<file path="src/rtl/relu_maxpool_8chanel.sv">
`default_nettype none
// ============================================================================
//  Module   : relu_maxpool_8chanel
//  Function : Per-channel ReLU followed by 2x2 stride-2 max pooling over eight
//             IEEE-754 single-precision raster streams.
//  Revision : 1.0 - initial release
// ============================================================================
module relu_maxpool_8chanel #(
    parameter int WIDTH  = 16,
    parameter int HEIGHT = 16,
    parameter int FILTER = 8
) (
    input  logic        clk,
    input  logic        resetn,
    input  logic        data_valid_in,
    input  logic [31:0] data_in0,
    input  logic [31:0] data_in1,
    input  logic [31:0] data_in2,
    input  logic [31:0] data_in3,
    input  logic [31:0] data_in4,
    input  logic [31:0] data_in5,
    input  logic [31:0] data_in6,
    input  logic [31:0] data_in7,
    output logic [31:0] data_out0,
    output logic [31:0] data_out1,
    output logic [31:0] data_out2,
    output logic [31:0] data_out3,
    output logic [31:0] data_out4,
    output logic [31:0] data_out5,
    output logic [31:0] data_out6,
    output logic [31:0] data_out7,
    output logic        valid_out,
    output logic        done_img
);

    localparam int c_NCH    = 8;
    localparam int c_HALF_W = WIDTH / 2;
    localparam int c_COL_W  = (WIDTH  > 2) ? $clog2(WIDTH)  : 1;
    localparam int c_ROW_W  = (HEIGHT > 2) ? $clog2(HEIGHT) : 1;
    localparam int c_LB_AW  = (c_HALF_W > 1) ? $clog2(c_HALF_W) : 1;

    if ((WIDTH % 2) != 0 || WIDTH < 2) begin : g_bad_width
        $error("relu_maxpool_8chanel: WIDTH must be even and >= 2");
    end
    if ((HEIGHT % 2) != 0 || HEIGHT < 2) begin : g_bad_height
        $error("relu_maxpool_8chanel: HEIGHT must be even and >= 2");
    end
    if (FILTER != c_NCH) begin : g_bad_filter
        $error("relu_maxpool_8chanel: FILTER must be 8");
    end

    // Negative values (including -0.0) collapse to +0.0.
    function automatic logic [31:0] f_relu(input logic [31:0] x);
        return x[31] ? 32'h0000_0000 : x;
    endfunction

    // Both operands are non-negative floats, so magnitude bits order them.
    function automatic logic [31:0] f_max(input logic [31:0] a, input logic [31:0] b);
        return (a[30:0] >= b[30:0]) ? a : b;
    endfunction

    logic [31:0]        w_in    [c_NCH];
    logic [31:0]        w_relu  [c_NCH];
    logic [31:0]        w_pair  [c_NCH];
    logic [31:0]        w_quad  [c_NCH];
    logic [31:0]        r_h     [c_NCH];
    logic [31:0]        r_dout  [c_NCH];
    logic [31:0]        r_lb    [c_NCH][c_HALF_W];
    logic [c_COL_W-1:0] r_col;
    logic [c_ROW_W-1:0] r_row;
    logic               r_valid;
    logic               r_done;
    logic               w_col_last;
    logic               w_row_last;
    logic               w_odd_col;
    logic               w_odd_row;
    logic [c_LB_AW-1:0] w_lb_addr;

    assign w_in[0] = data_in0;
    assign w_in[1] = data_in1;
    assign w_in[2] = data_in2;
    assign w_in[3] = data_in3;
    assign w_in[4] = data_in4;
    assign w_in[5] = data_in5;
    assign w_in[6] = data_in6;
    assign w_in[7] = data_in7;

    assign data_out0 = r_dout[0];
    assign data_out1 = r_dout[1];
    assign data_out2 = r_dout[2];
    assign data_out3 = r_dout[3];
    assign data_out4 = r_dout[4];
    assign data_out5 = r_dout[5];
    assign data_out6 = r_dout[6];
    assign data_out7 = r_dout[7];
    assign valid_out = r_valid;
    assign done_img  = r_done;

    assign w_col_last = (r_col == c_COL_W'(WIDTH - 1));
    assign w_row_last = (r_row == c_ROW_W'(HEIGHT - 1));
    assign w_odd_col  = r_col[0];
    assign w_odd_row  = r_row[0];
    assign w_lb_addr  = c_LB_AW'(r_col >> 1);

    for (genvar i = 0; i < c_NCH; i++) begin : g_ch
        assign w_relu[i] = f_relu(w_in[i]);
        assign w_pair[i] = f_max(r_h[i], w_relu[i]);
        assign w_quad[i] = f_max(r_lb[i][w_lb_addr], w_pair[i]);
    end

    // Position counters, hold registers and pooled outputs.
    always_ff @(posedge clk or negedge resetn) begin
        if (!resetn) begin
            r_col   <= '0;
            r_row   <= '0;
            r_valid <= 1'b0;
            r_done  <= 1'b0;
            for (int i = 0; i < c_NCH; i++) begin
                r_h[i]    <= '0;
                r_dout[i] <= '0;
            end
        end else begin
            r_valid <= 1'b0;
            r_done  <= 1'b0;
            if (data_valid_in) begin
                if (w_col_last) begin
                    r_col <= '0;
                    r_row <= w_row_last ? '0 : r_row + 1'b1;
                end else begin
                    r_col <= r_col + 1'b1;
                end

                if (!w_odd_col) begin
                    for (int i = 0; i < c_NCH; i++) begin
                        r_h[i] <= w_relu[i];
                    end
                end else if (w_odd_row) begin
                    for (int i = 0; i < c_NCH; i++) begin
                        r_dout[i] <= w_quad[i];
                    end
                    r_valid <= 1'b1;
                    r_done  <= w_row_last && w_col_last;
                end
            end
        end
    end

    // Line buffer: written on even rows, read on odd rows, so no reset needed.
    always_ff @(posedge clk) begin
        if (data_valid_in && w_odd_col && !w_odd_row) begin
            for (int i = 0; i < c_NCH; i++) begin
                r_lb[i][w_lb_addr] <= w_pair[i];
            end
        end
    end

endmodule
`default_nettype wire

</file>
<file path="config.mk">
export PLATFORM = sky130hd
export DESIGN_NAME = relu_maxpool_8chanel
export DESIGN_NICKNAME = d
export VERILOG_FILES = /design/src/rtl/relu_maxpool_8chanel.sv
export SDC_FILE = /design/constraint.sdc
export NUM_CORES = 2
export LEC_CHECK = 0
export BUFFER_PORTS_ARGS = -buffer_cell sky130_fd_sc_hd__buf_2
export CORE_MARGIN = 5
export CORE_UTILIZATION = 61
export CTS_CLUSTER_DIAMETER = 40
export DETAILED_ROUTE_END_ITERATION = 10
export PLACE_DENSITY = 0.79
export RECOVER_POWER = 50
export SETUP_SLACK_MARGIN = 0.15
export SYNTH_ARGS = -nofsm -noshare
export SYNTH_HDL_FRONTEND = slang
export SYNTH_SLANG_ARGS = --single-unit
export TNS_END_PERCENT = 1
</file>
<file path="constraint.sdc">
create_clock -name clk -period 34.9 [get_ports clk]
set_clock_uncertainty 0.15 [all_clocks]
set_input_delay 10.47 -clock clk [delete_from_list [all_inputs] [get_ports clk]]
set_output_delay 10.47 -clock clk [all_outputs]
set_load 0.02 [all_outputs]
</file>
Yosys cells after proc, flatten, opt, wreduce, memory -nomap -nowiden:

Memory sizes are Yosys's and may differ from the RTL's.
Cells that the tools add are included.
W data, S select, Z words.

* reductions and logical operators: 8
* $add $sub $neg: 2
* muxes and demuxes: 60
* shift-type cells: 0
* multipliers: 0
* eq/ne operators: 2
* $lt $le $gt $ge: 18
* bitwise gates (word level): 2
* div/mod/pow operators: 0

Operators by type and width (number)
* $mux W32: 33
* $bmux W32 S3: 8
* $ge A31 B31 Y1: 16
* $mux W256: 1
* $mux W31: 8
* $demux W32 S3: 1
* $add A4 B1 Y4 const B: 2
* $eq A4 B4 Y1 const B: 2
* $mux W4: 2
* $mux W1: 7
* $ge A4 B4 Y1 const B: 1
* $logic_and A1 B1 Y1: 4
* $lt A4 B1 Y1 const B: 1
* $not A3 Y4: 1
* $reduce_and A2 Y1: 2
* $reduce_and A3 Y1: 1
* $logic_not A1 Y1: 1
* $not A1 Y1: 1

* memories: 1
* register bits after elaboration: 522
* bits in read-only memories: 0
* word-level logic and storage cells: 113
* latch bits: 0
* RAM bits: 2048

Memory list
* r_lb: words 8, bits a word 256, rd ports 8, clocked after Yosys merged registers in 0, wr ports 8, RTL line 68 `logic [31:0] r_lb [c_NCH][c_HALF_W];`

Depth between registers and ports, before layout:

* word-level depth: 6
* gate-level depth with buffers: 24
* mapped depth without buffers: 20

Worst setup path before layout:

OpenSTA, ideal clock, no wires.

* path type: input to register
* start: in data_valid_in
* end: mem r_lb[0][100] in the netlist's numbering (enable)
* required time: 33.201 ns
* cell stages on the path: 3
* path slack: -2.931 ns
* arrival time: 36.132 ns
* cell sequence: clkbuf_1 -> nand3b_1 -> nor4b_1

RTL lines
* start, declared: RTL line 15 `input logic data_valid_in,`
* end, declared: RTL line 68

==> metrics.csv <==
metric;value;unit
ioPinCount;517;
synth.distinct_cells;64;
port_buffers;508;
start_util;61.18;%
worst-setup-path-type;in -> reg;
clk_pin_slew;60;ps
grt_pass1_wl;423700;um
synth_enable_flop_cells;1984;
grt_pass1_vias;71040;
die_h;427.1;um
tritoncts;yes;
dp_hpwl;159800;um
netlist_instances;7682;
ctsResizeCount;0;
period_needed;21190;ps
die_x;427.1;um
drt-vias-per-instance;6.571;
clockRootBuffer;clkbuf_16;
final_nets;8919;
tightestPinTransition;10080;ps
first_pass_iters;6;
grtUsageMet2;49.42;%
setup_violations;0;
max_freq;47.18;MHz
cts_hold_buf;0;
leakagePower;45.21;nW
vdd_drop_max;80.09;uV
drc;0;
violations;max-capacitance violations, max-slew violations;
avgSynthCellArea;13.81;sq um
cts_buffers;332;
finalWirelength;281200;um
post_drt_wl_per_cell;26.16;um
grt_max_degree;131;
h-tree-depth;5;
fill_cells;11420;
die-area;0.1824;sq mm
syn_area;0.1061;sq mm
dr.first_iter.drc_count;8260;
arrival;21290;ps
core_area;0.1734;sq mm
cp_max_fo;124;
post-route-util;69.95;%
postCtsSetupBuffers;0;
hold_violations;0;
clk_latency;950;ps
gr-total-overflow;0;
hp-class;reg -> reg;
timing.final.max_slew_violations;2764;
synthArstFlopShare;20.32;%
num_rows;153;
fin_crit_sh;60.73;%
grtUsageTotal;30.31;%
cts.sinks;2490;
yosysWarnings;0;
startpoint_type;input port;
p_per_area;91.32;mW/mm^2
grt_setup_unrepaired;false;
drv_cap;41;
ant_nets;0;
status;complete, but fails checks;
area_growth_syn_to_layout;14.34;%
grt-busiest-layer;met2;
antenna_found_initial;5;
synth_ff_type;edfxtp_1;
ys_ff_latch;2490;
tns;0;ps
grt_use_met1;40.55;%
grtUsageMet3;4.511;%
critPathRequiredTime;35000;ps
vias;70620;
drive_gt1_share;12.43;%
maxSlewHeadroom;-572.1;%
gp_congestion;0.9217;
cts.path.max_buffers;4;
ys_seq_area_share;68.08;%
end_kind;flop;
[critical path: stages]
cell,delay (ps)
clkbuf_1,420
nand3b_1,390
nor2_4,170
clkbuf_1,2970
clkbuf_1,6700
[worst paths after layout]
path                       cells past startpoint          start             to  slack (ps)
max reg2reg                                    4       r_col[1]   r_lb[1][788]       23110
min in group asynchronous                      1         resetn       r_h[109]       11170
max                                            5  data_valid_in   r_lb[1][788]       13710
max in group asynchronous                      5         resetn       r_h[215]       14960
min reg2reg                                    2  data_out7[20]  data_out7[20]         340
min                                            2  data_out7[20]  data_out7[20]         340
[Yosys cell counts (all sizes together), types with 8 or more instances]
master      n  area (sq um)
a211oi     90         695.7
a21o      117         878.3
a21oi     286          1769
a22oi     994          7462
a2bb2oi    30         262.8
a31oi      12         75.07
and4        9         78.83
buf       109         650.6
clkbuf    365          1370
dfrtp     506         12660
edfxtp   1984         59580
ha        498          6231
inv       349          1310
mux2       70         788.3
mux2i      32         320.3
nand2     711          2669
nand2b    258          1614
nand3     103         515.5
nand4     328          2052
nor2      155         581.8
nor2b      11         68.82
nor3       16         85.08
nor4        8         50.05
o211ai     65         493.0
o21ai     310          1555
o221ai    152          1331
o31ai      36         284.0
[placed cells by master, fill, tap and decap left out, types with 196 or more instances in the layout]
cell type,count
nand2_1,711
ha_1,498
o21ai_0,295
clkbuf_16,338
inv_1,348
a22oi_1,994
dfrtp_1,506
nand4_1,328
a21oi_1,196
edfxtp_1,1984
nand2b_1,257
clkbuf_1,317
buf_2,255
[power breakdown]
group | switching (mW) | internal [mW] | total (mW)
sequential | 0.230 | 3.77 | 4.00
combinational | 2.53 | 1.16 | 3.69
clock | 1.33 | 2.06 | 3.39
total | 4.09 | 6.98 | 11.1
[area by class of cell]
cell class | instances | area (sq um) | share of cell area (%)
Clock inverter | 217 | 2496 | 2.058
Timing Repair Buffer | 613 | 2988 | 2.463
Clock buffer | 372 | 8656 | 7.135
Multi-Input combinational cell | 4376 | 30700 | 25.31
Tap cell | 2325 | 2909 | 2.398
Inverter | 349 | 1311 | 1.081
Sequential cell | 2490 | 72240 | 59.55
Antenna cell | 5 | 12.51 | 0.01031
[through the flow]
step | power, mW | instances | area, sq um | hold slack [ps] | setup slack (ps)
4_1_cts | 11.07 | 10740 | 121900 | 341.1 | 18750
3_5_place_dp | 7.647 | 10150 | 110700 | 326.3 | 17800
2_1_floorplan | 6.472 | 7689 | 106100 | 301.2 | -2931
6_report | 11.08 | 10750 | 121300 | 340.2 | 13710
3_3_place_gp | 7.503 | 10150 | 110700 | 318.8 | 17920
5_1_grt | 11.59 | 10740 | 121300 | 376.5 | 13100
[metal layers]
layer | part of all wire [%] | wire, um
met2 | 48 | 135600
met1 | 38 | 108000
met4 | 4.9 | 13830
met5 | 0.0082 | 23
met3 | 8.4 | 23720
[kinds of logic (layout without fill, tap and decap cells)]
family / after synthesis / in the layout / synth area share (%)
multiplexers: 102 / 102 / 1.045
AO/OA/AOI/OAI: 2139 / 2139 / 14.35
buffers and inverters: 823 / 1551 / 3.139
XOR/XNOR: 2 / 2 / 0.01651
AND/OR/NAND/NOR: 1627 / 1627 / 7.489
flip-flops: 2490 / 2490 / 68.08
other: 1 / 13 / 0.003534
adder cells (fa/ha/maj): 498 / 498 / 5.872
[sequential cells by signal (all words and copies together), names as in the netlist]
name,count
r_lb,1984
done_img,1
r_row,4
valid_out,1
data_out6,31
data_out0,31
r_h,248
data_out7,31
data_out3,31
data_out4,31
data_out1,31
data_out2,31
data_out5,31
r_col,4
Note: power is estimated with default switching activity, not from simulation.
